--- src/rtl/kuz_block_arbiter.sv ---
// kuz_block_arbiter: sequences key expansion, then round-robin shares the Kuznechik core between two requesters
module kuz_block_arbiter #(
  parameter int MAX_OUT = 4,
  parameter int MIN_GAP = 1
) (
  input  logic         clk,
  input  logic         rst,
  input  logic         req0_valid,
  output logic         req0_ready,
  input  logic [127:0] req0_block,
  input  logic         req0_key_sel,
  input  logic         req1_valid,
  output logic         req1_ready,
  input  logic [127:0] req1_block,
  input  logic         req1_key_sel,
  output logic         core_start_key,
  output logic         core_put,
  output logic         core_key_sel,
  output logic [127:0] core_block,
  input  logic         core_keys_ready,
  input  logic         core_cipher_ready,
  input  logic [127:0] core_result,
  output logic         rsp0_valid,
  output logic         rsp1_valid,
  output logic [127:0] rsp_block,
  output logic [4:0]   outstanding,
  output logic         err_unexpected
);
  typedef enum logic [1:0] {INIT, WAIT_KEYS, RUN} state_t;
  localparam int GW = MIN_GAP > 1 ? $clog2(MIN_GAP) : 1;
  state_t state;
  logic [GW-1:0] gap_cnt;
  logic [15:0] tags, tags_n;
  logic [3:0] wr_idx;
  logic rr, grant, can_issue, hs, pop;
  // tags is a shift queue: bit 0 is the owner of the oldest in-flight block
  always_comb begin
    can_issue = state == RUN && gap_cnt == '0 && outstanding < 5'(MAX_OUT);
    grant = req0_valid && req1_valid ? rr : req1_valid;
    req0_ready = can_issue & ~grant;
    req1_ready = can_issue & grant;
    hs = can_issue & (grant ? req1_valid : req0_valid);
    pop = core_cipher_ready && outstanding != '0;
    wr_idx = 4'(outstanding - 5'(pop));
    tags_n = pop ? tags >> 1 : tags;
    if (hs) tags_n[wr_idx] = grant;
  end
  always_ff @(posedge clk or posedge rst) begin
    if (rst) begin
      state <= INIT;
      core_start_key <= 1'b0;
      core_put <= 1'b0;
      core_key_sel <= 1'b0;
      core_block <= '0;
      rsp0_valid <= 1'b0;
      rsp1_valid <= 1'b0;
      rsp_block <= '0;
      outstanding <= '0;
      err_unexpected <= 1'b0;
      gap_cnt <= '0;
      tags <= '0;
      rr <= 1'b0;
    end else begin
      state <= state == INIT ? WAIT_KEYS : state == WAIT_KEYS && core_keys_ready ? RUN : state;
      core_start_key <= state == INIT;
      core_put <= hs;
      if (hs) begin
        core_block <= grant ? req1_block : req0_block;
        core_key_sel <= grant ? req1_key_sel : req0_key_sel;
        rr <= ~grant;
      end
      gap_cnt <= hs ? GW'(MIN_GAP - 1) : gap_cnt != '0 ? gap_cnt - 1'b1 : gap_cnt;
      tags <= tags_n;
      outstanding <= outstanding + 5'(hs) - 5'(pop);
      rsp0_valid <= pop & ~tags[0];
      rsp1_valid <= pop & tags[0];
      if (pop) rsp_block <= core_result;
      err_unexpected <= err_unexpected | (core_cipher_ready && outstanding == '0);
    end
  end
endmodule

--- config.mk ---
export PLATFORM = sky130hd
export DESIGN_NAME = kuz_block_arbiter
export DESIGN_NICKNAME = d
export VERILOG_FILES = /design/src/rtl/kuz_block_arbiter.sv
export SDC_FILE = /design/constraint.sdc
export NUM_CORES = 1
export LEC_CHECK = 0
export CAP_MARGIN = 20
export CELL_PAD_IN_SITES_DETAIL_PLACEMENT = 0
export CELL_PAD_IN_SITES_GLOBAL_PLACEMENT = 1
export CORE_AREA = 3 3 258 260
export CTS_BUF_LIST = sky130_fd_sc_hd__clkbuf_16
export DETAILED_ROUTE_END_ITERATION = 12
export DIE_AREA = 0 0 261 263
export PLACE_DENSITY = 0.58
export SLEW_MARGIN = 15
export SYNTH_ARGS = -nofsm -noshare
export SYNTH_HDL_FRONTEND = slang
export SYNTH_SLANG_ARGS = --single-unit
--- constraint.sdc ---
create_clock -name clk -period 19.5 [get_ports clk]
set_clock_uncertainty 0.05 [all_clocks]
set_input_delay 1.95 -clock clk [delete_from_list [all_inputs] [get_ports clk]]
set_output_delay 1.95 -clock clk [all_outputs]
set_load 0.03 [all_outputs]
==> results.tsv, run 1 <==
stage	metric	value	unit
critical_path	type of the worst setup path	in -> out	
route	Starting DRT DRC Count	381	
clock_tree	Longest Clk Path Bufs	3	
pwr	peak supply drop	58.0	uV
sta	RSZ-0062 raised after global routing	false	
route	Highest Signal Layer	met5	
logic_synthesis	synthesized cell area	12300	um2
route	Post-Route WL	45200	um
critical_path	Worst EP required	17500	ps
sta	crit path time final	6340	ps
pwr	Leak Pwr	9.05	nW
critical_path	crit path capture type	output port	
clock_tree	setup bufs post-CTS	0	
grt	GRT overflow	0	
critical_path	Critical Path AT	4340	ps
cells_and_area	Area Overhead vs Synth	70.0	%
route	Metal-1 WL	16900	um
sta	Slew @ Worst Pin	1010	ps
die	# IOs	661	
clock_tree	CTS resizes	0	
placement	IO buf count	660	
hold_path	Hold Crit Class	reg -> reg	
logic_synthesis	ys async rst share	100	%
route	Met3 Wirelength	4220	um
sta	Slew headroom	32.5	%
sta	Setup Viol. Count Final	0	
sta	fin crit share	32.5	%
sta	Hold Vio Cnt, Final	0	
clock_tree	htree depth	2	
sta	setup TNS	0	ps
sta	final hold slack	406	ps
route	DRC errors left	0	
flow_run	max-capacitance violation count	0	
grt	initial antenna violation count	4	
clock_tree	CTS tree	done	
die	Die Wd	261	um
logic_synthesis	Net Count, Synth	1379	
die	core area	64300	um2
die	Die ar.	68600	um2
route	DR WL/cell	18.0	um
clock_tree	Clk Latency, worst-skew pair	540	ps
critical_path	FF-to-FF setup slack	15530	ps
cells_and_area	Finished Cell Area	20900	um2
route	vias	9874	
clock_tree	TritonCTS Sinks	286	
die	starting density of the core	19.1	%
grt	GRT Resource Usage Total	12.8	%
logic_synthesis	top_reg_cell synth	dfrtp_1	
route	met2 WL	23000	um
cells_and_area	Util after Layout	32.5	%
route	Detail Route Antenna Nets	0	
cells_and_area	Nets	2029	
clock_tree	# hold bufs at CTS	0	
logic_synthesis	yosys warns	0	
cells_and_area	layout cells sized above 1	11.8	%
die	row count	93	
logic_synthesis	synth unique cells	40	
clock_tree	root buf cell	clkbuf_16	
route	vias per inst	3.94	
logic_synthesis	EDFF count, synth	0	
logic_synthesis	register bit total from synthesis	286	
pwr	PD cells	134	nW/um2
logic_synthesis	register area share after synthesis	58.2	%
placement	DP HPWL	34400	um
route	1st-pass router iterations	4	
outcome	outcome	finished clean	
sta	Max Slew Vio Count	0	
sta	max frequency	158	MHz
grt	vias in the first global route	10600	
logic_synthesis	Cells after Synth	978	
placement	placed cell areas	19800	um2
clock_tree	TritonCTS Buffers	37	
placement	GP Congestion	0.763	
grt	global-route wire length before repair	67300	um
logic_synthesis	Syn Area/Cell	12.6	um2
die	Die Y	263	um
grt	largest net degree at the start of global routing	107	
critical_path	Startpoint Class	primary input	
critical_path	CP max FO	51	
clock_tree	clock slew at reported path FFs	60	ps
[per-stage QoR]
step	cells	power (mW)	setup WS [ps]
4_1_cts	2507	2.87	13130
3_3_place_gp	2444	2.19	13150
3_5_place_dp	2444	2.20	13130
6_report	2509	2.81	13160
5_1_grt	2509	2.98	13020
2_1_floorplan	978	1.59	9610
[final cells by class]
class                           count  area (um2)
Timing Repair Buffer              671        6690
Clock inverter                     25         166
Multi-Input combinational cell    622        4810
Inverter                           10        45.0
Sequential cell                   286        7160
Clock buffer                       38         951
Antenna cell                        2        5.00
Fill cell                        6437       43500
Tap cell                          855        1070
[state kept, by name (all words and copies together) (netlist names)]
register / cells
core_block: 128
core_key_sel: 1
core_put: 1
core_start_key: 1
err_unexpected: 1
outstanding: 5
rr: 1
rsp0_valid: 1
rsp1_valid: 1
rsp_block: 128
state: 2
tags: 16
[cells in the mapped netlist (all sizes together), types with 4 or more instances]
cell type,number,area share (%)
mux2,129,12
inv,10,0.31
dfrtp,286,58
ha,8,0.81
buf,44,2.1
o211ai,4,0.24
clkbuf,16,0.49
mux2i,160,13
nor4,4,0.20
nor2,9,0.27
nand2,134,4.1
o21ai,133,5.5
nand2b,4,0.20
[kinds of logic (layout without fill, tap and decap cells)]
group	Yosys count	after routing	synth area share, %
other	0	2	0
AOI/OAI and AO/OA	150	150	6.72
adders and majority gates	9	9	0.977
muxes	289	289	24.8
buffers and inverters	70	744	2.85
xor gates and xnor gates	5	5	0.356
DFF	286	286	58.2
and+or+nand+nor	169	169	6.04
[layer usage]
| metal | global-route usage, % | vias up |
|---|---|---|
| met5 | 0 | - |
| met4 | 3.48 | 4 |
| met3 | 4.63 | 63 |
| met2 | 23.2 | 412 |
| met1 | 14.0 | 4645 |
| li1 | - | 4750 |
[power breakdown]
| group | total [mW] | internal (mW) | switching, mW |
|---|---|---|---|
| clock network | 0.636 | 0.377 | 0.260 |
| registers | 0.901 | 0.789 | 0.112 |
| logic | 1.27 | 0.539 | 0.731 |
[cell usage in the layout, fill, tap and decap left out, drive strengths merged]
master	n
or3b	1
nor2	9
xnor2	3
nor3b	1
buf	11
nor3	1
o211ai	4
and2	1
mux2	129
fa	1
inv	16
clkinv	16
a211oi	2
o2111ai	2
a311oi	2
nand2b	4
o21bai	1
mux2i	160
xor2	2
nand4	2
a21oi	3
dfrtp	286
nor2b	2
nand4b	2
nor4	4
or4	2
clkdlybuf4s50	660
nand2	134
clkbuf	38
ha	8
o21ai	133
a21o	1
a2111oi	2
nand4bb	1
diode	2
clkinvlp	1
and4bb	1
nor4b	2
bufinv	2
nand3b	2
[path summary, 6_finish.rpt]
path	from	to	depth (start not counted)
min in group asynchronous	rst	rsp_block[91]$_DFFE_PP0P_	2
hold / removal	tags[0]$_DFF_PP0_	rsp0_valid$_DFF_PP0_	1
setup reg to reg	outstanding[3]$_DFF_PP0_	rsp_block[93]$_DFFE_PP0P_	7
hold reg to reg	tags[0]$_DFF_PP0_	rsp0_valid$_DFF_PP0_	1
max in group asynchronous	rst	core_block[112]$_DFFE_PP0N_	4
setup / recovery	req0_valid	req0_ready	6
[worst max-delay path, cell delays in order]
cell and delay [ps]:
clkdlybuf4s50_1 560, inv_1 110, o21ai_4 150, buf_4 670, and2_1 220, clkdlybuf4s50_1 670
Power figures use the tool's default switching activity.
==> run 2, diff against run 1 <==
clock period = 6.3 ns   (was 19.5 ns; I/O delays follow)
==> results.tsv, run 2 (synthesized netlist as in run 1, its figures left out) <==
stage	metric	value	unit	change
cells_and_area	Top Registers	core_block (128), rsp_block (128), tags (16)		unchanged
pwr	Leak Pwr	9.05	nW	about the same
grt	gr busiest metal	met2		unchanged
grt	met1 Use GR	13.3	%	was 14.0%
grt	M3 GR Usage	4.94	%	was 4.63%
route	DR WL/cell	17.9	um	was 18.0 um
grt	GR Util met2	22.9	%	was 23.2%
die	core area	64300	um2	unchanged
cells_and_area	Nets	2027		was 2029
outcome	outcome	finished clean		unchanged
route	Starting DRT DRC Count	332		was 381
route	1st-pass router iterations	4		unchanged
critical_path	CP max FO	124		was 51
critical_path	crit path capture type	register		was output port
clock_tree	clock slew at reported path FFs	60	ps	about the same
route	vias per inst	3.94		about the same
cells_and_area	commonest non-fill, non-tap cells in the layout	660 x clkdlybuf4s50_1, 286 x dfrtp_1, 160 x mux2i_1		unchanged
clock_tree	Clk Latency, worst-skew pair	530	ps	was 540 ps
critical_path	Worst EP required	6710	ps	was 17500 ps
cells_and_area	post-route insts no fill	2505		was 2509
sta	Slew @ Worst Pin	956	ps	was 1010 ps
sta	crit path time final	3680	ps	
grt	GRT overflow	0		unchanged
route	DRC errors left	0		unchanged
die	row count	93		unchanged
pwr	PD cells	413	nW/um2	was 134 nW/um2
placement	placed instance count	2443		was 2444
grt	global-route wire length before repair	66100	um	was 67300 um
cells_and_area	commonest non-fill, non-tap cell in the layout	clkdlybuf4s50_1		unchanged
clock_tree	# hold bufs at CTS	0		unchanged
sta	Slew headroom	36.3	%	was 32.5%
sta	Setup Viol. Count Final	0		unchanged
grt	vias in the first global route	10600		about the same
pwr	peak supply drop	226	uV	was 58.0 uV
clock_tree	TritonCTS Sinks	286		unchanged
route	Post-Route WL	44800	um	was 45200 um
die	Die Y	263	um	unchanged
cells_and_area	filler cell count	6466		was 6437
placement	placed cell areas	19800	um2	about the same
die	Die ar.	68600	um2	unchanged
grt	initial antenna violation count	3		was 4
route	vias	9864		was 9874
sta	Max Slew Vio Count	0		unchanged
clock_tree	root buf cell	clkbuf_16		unchanged
placement	IO buf count	660		unchanged
die	starting density of the core	19.1	%	unchanged
sta	Hold Vio Cnt, Final	0		unchanged
clock_tree	CTS resizes	0		unchanged
clock_tree	Longest Clk Path Bufs	3		unchanged
sta	RSZ-0062 raised after global routing	false		unchanged
grt	GRT Resource Usage Total	12.5	%	was 12.8%
critical_path	type of the worst setup path	reg -> reg		was in -> out
flow_run	max-capacitance violation count	0		unchanged
sta	fin crit share	58.4	%	
cells_and_area	Area Overhead vs Synth	69.8	%	was 70.0%
sta	setup TNS	0	ps	unchanged
pwr	Power Total	8.63	mW	was 2.81 mW
route	Detail Route Antenna Nets	0		unchanged
clock_tree	TritonCTS Buffers	36		was 37
critical_path	Critical Path AT	4090	ps	was 4340 ps
grt	largest net degree at the start of global routing	207		was 107
clock_tree	setup bufs post-CTS	0		unchanged
hold_path	Hold Crit Class	reg -> reg		unchanged
placement	GP Congestion	0.785		was 0.763
critical_path	Startpoint Class	register		was primary input
clock_tree	htree depth	2		unchanged
placement	DP HPWL	33900	um	was 34400 um
cells_and_area	layout cells sized above 1	11.6	%	was 11.8%
sta	max frequency	272	MHz	
die	Die Wd	261	um	unchanged
clock_tree	CTS tree	done		unchanged
die	# IOs	661		unchanged
cells_and_area	Finished Cell Area	20900	um2	about the same
[run 2: path summary, 6_finish.rpt]
path / start / to / slack (ps) / cells past startpoint
worst min register to register: tags[0]$_DFF_PP0_ / rsp0_valid$_DFF_PP0_ / 400 / 1
worst min-delay path: tags[0]$_DFF_PP0_ / rsp0_valid$_DFF_PP0_ / 400 / 1
min in group asynchronous: rst / rsp_block[86]$_DFFE_PP0P_ / 670 / 3
worst max-delay path: outstanding[3]$_DFF_PP0_ / outstanding[4]$_DFF_PP0_ / 2620 / 12
max in group asynchronous: rst / core_block[56]$_DFFE_PP0N_ / 4340 / 4
worst max register to register: outstanding[3]$_DFF_PP0_ / outstanding[4]$_DFF_PP0_ / 2620 / 12
[run 2: per-layer routing]
layer	vias to the layer above	part of all wire, %
li1	4726	-
met1	4676	36
met2	400	52
met3	58	9.9
met5	-	0.047
met4	4	2.2
[run 2: cell type report]
type | count | area, um2 | share of cell area [%]
Clock inverter | 25 | 168 | 0.803
Clock buffer | 36 | 901 | 4.32
Sequential cell | 286 | 7160 | 34.3
Antenna cell | 1 | 2.50 | 0.0120
Timing Repair Buffer | 670 | 6720 | 32.2
Tap cell | 855 | 1070 | 5.13
Multi-Input combinational cell | 622 | 4810 | 23.1
Inverter | 10 | 41.3 | 0.198
[run 2: critical path, stage by stage (launching register included)]
cell and delay [ps]:
dfrtp_1 480, inv_1 200, ha_1 180, or3b_1 460, o21ai_4 700, buf_12 560
nand2_1 120, nand2_1 100, ha_1 170, fa_1 210, a21oi_1 70, o21bai_1 160
xnor2_1 130
[run 2: metrics by stage]
| stage | worst slack, ps | hold WS [ps] | util, % |
|---|---|---|---|
| floorplan | 1830 | 375 | - |
| global placement | 2590 | 393 | 30.8 |
| detailed placement | 2500 | 398 | 30.8 |
| CTS | 2500 | 406 | 32.4 |
| global route | 2250 | 418 | 32.4 |
| finish | 2620 | 400 | 32.4 |
[run 2: where the power goes]
group / leakage [nW] / switching, mW / internal (mW)
combinational: 4.99 / 2.24 / 1.67
clock: 0.565 / 0.797 / 1.11
sequential: 3.50 / 0.365 / 2.44
total: 9.05 / 3.40 / 5.23
